### src/rtl/bidimen_mux_feeder.sv
// Loads DEPTH words into a flat register bank, then scans a select across
// every entry, holding each code HOLD cycles, to feed a bidimen_mux.
module bidimen_mux_feeder #(
    parameter int WIDTH = 32,
    parameter int DEPTH = 19,
    parameter int HOLD  = 4,
    localparam int SEL_WIDTH  = $clog2(DEPTH),
    localparam int TOTAL_BITS = WIDTH * DEPTH
) (
    input  logic                  clk_i,
    input  logic                  rstn_i,
    input  logic                  clear_i,
    input  logic                  wr_valid_i,
    input  logic [WIDTH-1:0]      wr_data_i,
    output logic                  wr_ready_o,
    input  logic                  start_i,
    output logic                  full_o,
    output logic [SEL_WIDTH:0]    count_o,
    output logic [TOTAL_BITS-1:0] m_in_o,
    output logic [SEL_WIDTH-1:0]  m_ctrl_o,
    output logic                  scan_valid_o,
    output logic                  scan_last_o
);

    localparam int CNT_W  = SEL_WIDTH + 1;
    localparam int HOLD_W = (HOLD > 1) ? $clog2(HOLD) : 1;

    typedef enum logic [1:0] {
        FILL  = 2'd0,
        READY = 2'd1,
        SCAN  = 2'd2
    } state_e;

    state_e                state_q, state_d;
    logic [CNT_W-1:0]      count_q, count_d;
    logic [SEL_WIDTH-1:0]  sel_q, sel_d;
    logic [HOLD_W-1:0]     hold_q, hold_d;
    logic [TOTAL_BITS-1:0] bank_q, bank_d;

    always_comb begin
        state_d = state_q;
        count_d = count_q;
        sel_d   = sel_q;
        hold_d  = hold_q;
        bank_d  = bank_q;
        if (clear_i) begin
            state_d = FILL;
            count_d = '0;
            sel_d   = '0;
            hold_d  = '0;
            bank_d  = '0;
        end else begin
            unique case (state_q)
                FILL: begin
                    if (wr_valid_i) begin
                        for (int k = 0; k < DEPTH; k++) begin
                            if (count_q == CNT_W'(k)) begin
                                bank_d[k*WIDTH +: WIDTH] = wr_data_i;
                            end
                        end
                        count_d = count_q + CNT_W'(1);
                        if (count_q == CNT_W'(DEPTH - 1)) begin
                            state_d = READY;
                        end
                    end
                end
                READY: begin
                    if (start_i) begin
                        state_d = SCAN;
                        sel_d   = '0;
                        hold_d  = '0;
                    end
                end
                SCAN: begin
                    // Select only advances after a full hold period, and the
                    // last code exits straight to FILL instead of wrapping.
                    if (hold_q == HOLD_W'(HOLD - 1)) begin
                        hold_d = '0;
                        if (sel_q == SEL_WIDTH'(DEPTH - 1)) begin
                            state_d = FILL;
                            count_d = '0;
                            sel_d   = '0;
                        end else begin
                            sel_d = sel_q + SEL_WIDTH'(1);
                        end
                    end else begin
                        hold_d = hold_q + HOLD_W'(1);
                    end
                end
                default: begin
                    state_d = FILL;
                    count_d = '0;
                    sel_d   = '0;
                    hold_d  = '0;
                end
            endcase
        end
    end

    always_ff @(posedge clk_i or negedge rstn_i) begin
        if (!rstn_i) begin
            state_q <= FILL;
            count_q <= '0;
            sel_q   <= '0;
            hold_q  <= '0;
            bank_q  <= '0;
        end else begin
            state_q <= state_d;
            count_q <= count_d;
            sel_q   <= sel_d;
            hold_q  <= hold_d;
            bank_q  <= bank_d;
        end
    end

    assign wr_ready_o   = (state_q == FILL);
    assign full_o       = (state_q == READY);
    assign count_o      = count_q;
    assign m_in_o       = bank_q;
    assign m_ctrl_o     = sel_q;
    assign scan_valid_o = (state_q == SCAN);
    assign scan_last_o  = (state_q == SCAN) && (sel_q == SEL_WIDTH'(DEPTH - 1));

endmodule

### config.mk
export PLATFORM = sky130hd
export DESIGN_NAME = bidimen_mux_feeder
export DESIGN_NICKNAME = d
export VERILOG_FILES = /design/src/rtl/bidimen_mux_feeder.sv
export SDC_FILE = /design/constraint.sdc
export NUM_CORES = 1
export LEC_CHECK = 0
export CORE_UTILIZATION = 40
export CTS_BUF_LIST = sky130_fd_sc_hd__clkbuf_8
export CTS_CLUSTER_DIAMETER = 60
export DETAILED_ROUTE_END_ITERATION = 7
export GPL_TIMING_DRIVEN = 0
export HOLD_SLACK_MARGIN = 0.02
export PLACE_DENSITY_LB_ADDON = 0.2
export SLEW_MARGIN = 20
export SYNTH_ARGS = -nofsm -noshare
export SYNTH_HDL_FRONTEND = slang
export SYNTH_SLANG_ARGS = --single-unit
export TNS_END_PERCENT = 10
### constraint.sdc
create_clock -name clk_i -period 2.7 [get_ports clk_i]
set_input_delay 0.54 -clock clk_i [delete_from_list [all_inputs] [get_ports clk_i]]
set_output_delay 0.54 -clock clk_i [all_outputs]
set_load 0.1 [all_outputs]
==> out/metrics.csv <==
metric;value;unit
status;finished clean;
required;2.16;ns
grt_pass1_vias;22400;
nets;3638;
synth_top_area_share;61.3;%
path_max_fanout;2;
grt_max_degree;97;
finalWirelength;110;mm
clk_latency;0.73;ns
post-cts-setup-buffers;0;
cp.arrival;2.11;ns
crit_path_end_kind;output port;
met3_usage;10.2;%
p_int;14.5;mW
synth-edff-count;0;
layout_commonest_cell;nand2_1;
cts.clk_slew.worst_paths;0.06;ns
core-area;63000;um^2
final.period_utilization;98.0;%
ir_drop;0.000428;V
ys.flop_type;dfrtp_1;
die_w;254;um
root_buffer;clkbuf_8;
power_frac_comb;10.9;%
rsz0062_at_grt;yes;
synthesis.instances;2851;
via_count;23800;
seqPwrFrac;46.5;%
synth-seq-area-share;61.3;%
vias_per_cell;5.27;
htreeDepth;3;
yosysWarnings;0;
antenna_found_initial;1;
syn_nets;2896;
first_pass_iters;5;
yosysTopAreaCell;dfrtp_1;
worst_slack;0.0535;ns
p_sw_share;29.5;%
timing.rr.end;m_in_o[299]$_DFFE_PN0P_;
drive_above_1_share;7.97;%
max-slew-margin-rel;18.7;%
cp_slowest_cell;dlygate4sd2_1;
routedWlPerCell;24.3;um
final_cell_mix;1193 x nand2_1, 622 x dfrtp_1, 614 x dlygate4sd2_1;
timing.reg2reg.worst_path_depth;8;
critPathLaunch;m_in_o[59]$_DFFE_PN0P_;
top_usage_layer;met2;
r2r_slack;0.11;ns
start_kind;flip-flop;
path_cells;dlygate4sd2_1;
overflow;0;
dp_hpwl;78.7;mm
final_core_util;54.6;%
syn_area;25500;um^2
fp.dieArea;64600;um^2
io_buffer_count;626;
grt_usage;33.4;%
area_delta_synth_final;35.2;%
crit_family;buffers and inverters;
tightest_slew;1.23;ns
cp_num_buf_inv;1;
io-pin-count;660;
synth_cell_types;46;
cap_violations;0;
ys_top_cells_by_area;dfrtp_1 61%, nand2_1 18%, a21oi_1 11%;
slew_violations;0;
hold_path_class;input port to flip-flop;
ys_seq_elements;623;
p_total;20.5;mW
clockBufferDepth;3;
place_ws;-0.518;ns
power_density;596;nW/um^2
syn_avg_cell_area;8.93;um^2
cts_tree;built;
p_leak;17.4;nW
clock.fmax;0.378;GHz
grt_pass1_wl;156;mm
power_switching;6.04;mW
endpoint;m_in_o[59];
r2r-start;state_q[0]$_DFFE_PN0P_;
crit_cells;1;
start_util;40.4;%
min_period;2.65;ns
critical_path.max_stage_delay;1.04;ns
setup_violations;0;
die_h;254;um
gp_congestion;0.860;
row_count;92;
hold_viol;0;
cts_buffers;107;
clkPwrFrac;42.6;%
path_class;flip-flop to output port;
skew;0.0316;ns
use_met2;53.5;%
grt_use_met1;42.2;%
async_flop_share;100;%
route.detailed.drc;0;
antenna_left;0;
clock-sinks;623;
drt_iter0_markers;2149;
state kept, by name, indices dropped and copies added (netlist names):
name	count
m_in_o	608
count_o	6
m_ctrl_o	5
hold_q	2
state_q	2
power groups by stage:
stage          Clock [mW]  Combinational [mW]  Sequential, mW
2_1_floorplan           0               0.506            10.6
3_3_place_gp            0                2.28            9.73
3_5_place_dp            0                2.32            9.70
4_1_cts              8.83                2.24            9.53
5_1_grt              9.26                2.33            9.54
6_report             8.74                2.24            9.53
tightest hold or removal path, stage by stage:
cell      delay, ns
clkbuf_1       0.31
nand2_1        0.14
a21oi_1        0.05
through the flow:
| step | instances | hold WS, ns | instance area [um^2] | TNS (ns) |
|---|---|---|---|---|
| CTS | 4521 | 0.341 | 34400 | -0.140 |
| finish | 4523 | 0.375 | 34400 | 0 |
| global placement | 4323 | 0.460 | 32800 | - |
| detailed placement | 4330 | 0.470 | 33000 | -148.16 |
| floorplan | 2851 | 0.244 | 25500 | -0.104 |
| global route | 4523 | 0.352 | 34400 | -0.232 |
synth_stat cells, types with 8 or more instances:
cell type,instances
nor2_1,14
nand3_1,19
ha_1,8
clkbuf_1,164
dfrtp_1,623
nand2b_1,34
nand2_1,1193
a21oi_1,579
o21ai_0,40
and3_1,13
buf_2,66
buf_4,38
kinds of logic (layout without fill, tap and decap cells):
kind of cell | count (synthesis) | in the layout | share of synthesized area (%)
xor+xnor | 4 | 4 | 0.138
other cells | 0 | 3 | 0
buf+inv | 278 | 1101 | 5.10
fa+ha+maj | 8 | 8 | 0.393
flops | 623 | 623 | 61.3
simple gates | 1309 | 1309 | 20.6
compound gates | 627 | 627 | 12.5
mux | 2 | 2 | 0.0836
layer usage:
layer  vias up  wire [um]
met5         -          0
met4         0       4660
met3       225      10600
met2      1106      51600
met1     11800      43200
li1      10600          -
final cells by class:
class,instances,area [um^2]
clock buffers,132,1820
diodes,3,7.51
clock inverters,58,355
repair buffers,634,5690
well taps,846,1060
flip-flops and latches,623,15600
multi-input cells,1950,8580
inverters,6,22.5
plain buffers,271,1270
fillers,6129,28600
what timing repair did:
item | in CTS | in global routing
endpoints found under the hold margin | 78 | 0
hold buffers | 1 | 0
resized for setup | 644 | 7
setup endpoints to repair | 650 | 127
pin swaps | 0 | 1
how the worst min path moves through the flow:
stage,startpoint,endpoint,cells past startpoint
floorplan,rstn_i,count_o[0]$_DFFE_PN0P_,0
global placement,m_in_o[596]$_DFFE_PN0P_,m_in_o[596]$_DFFE_PN0P_,2
detailed placement,m_in_o[594]$_DFFE_PN0P_,m_in_o[594]$_DFFE_PN0P_,2
CTS,wr_data_i[0],m_in_o[0]$_DFFE_PN0P_,3
global route,wr_data_i[9],m_in_o[73]$_DFFE_PN0P_,3
finish,wr_data_i[0],m_in_o[448]$_DFFE_PN0P_,3
No activity file was read; power rests on OpenSTA's default activity.
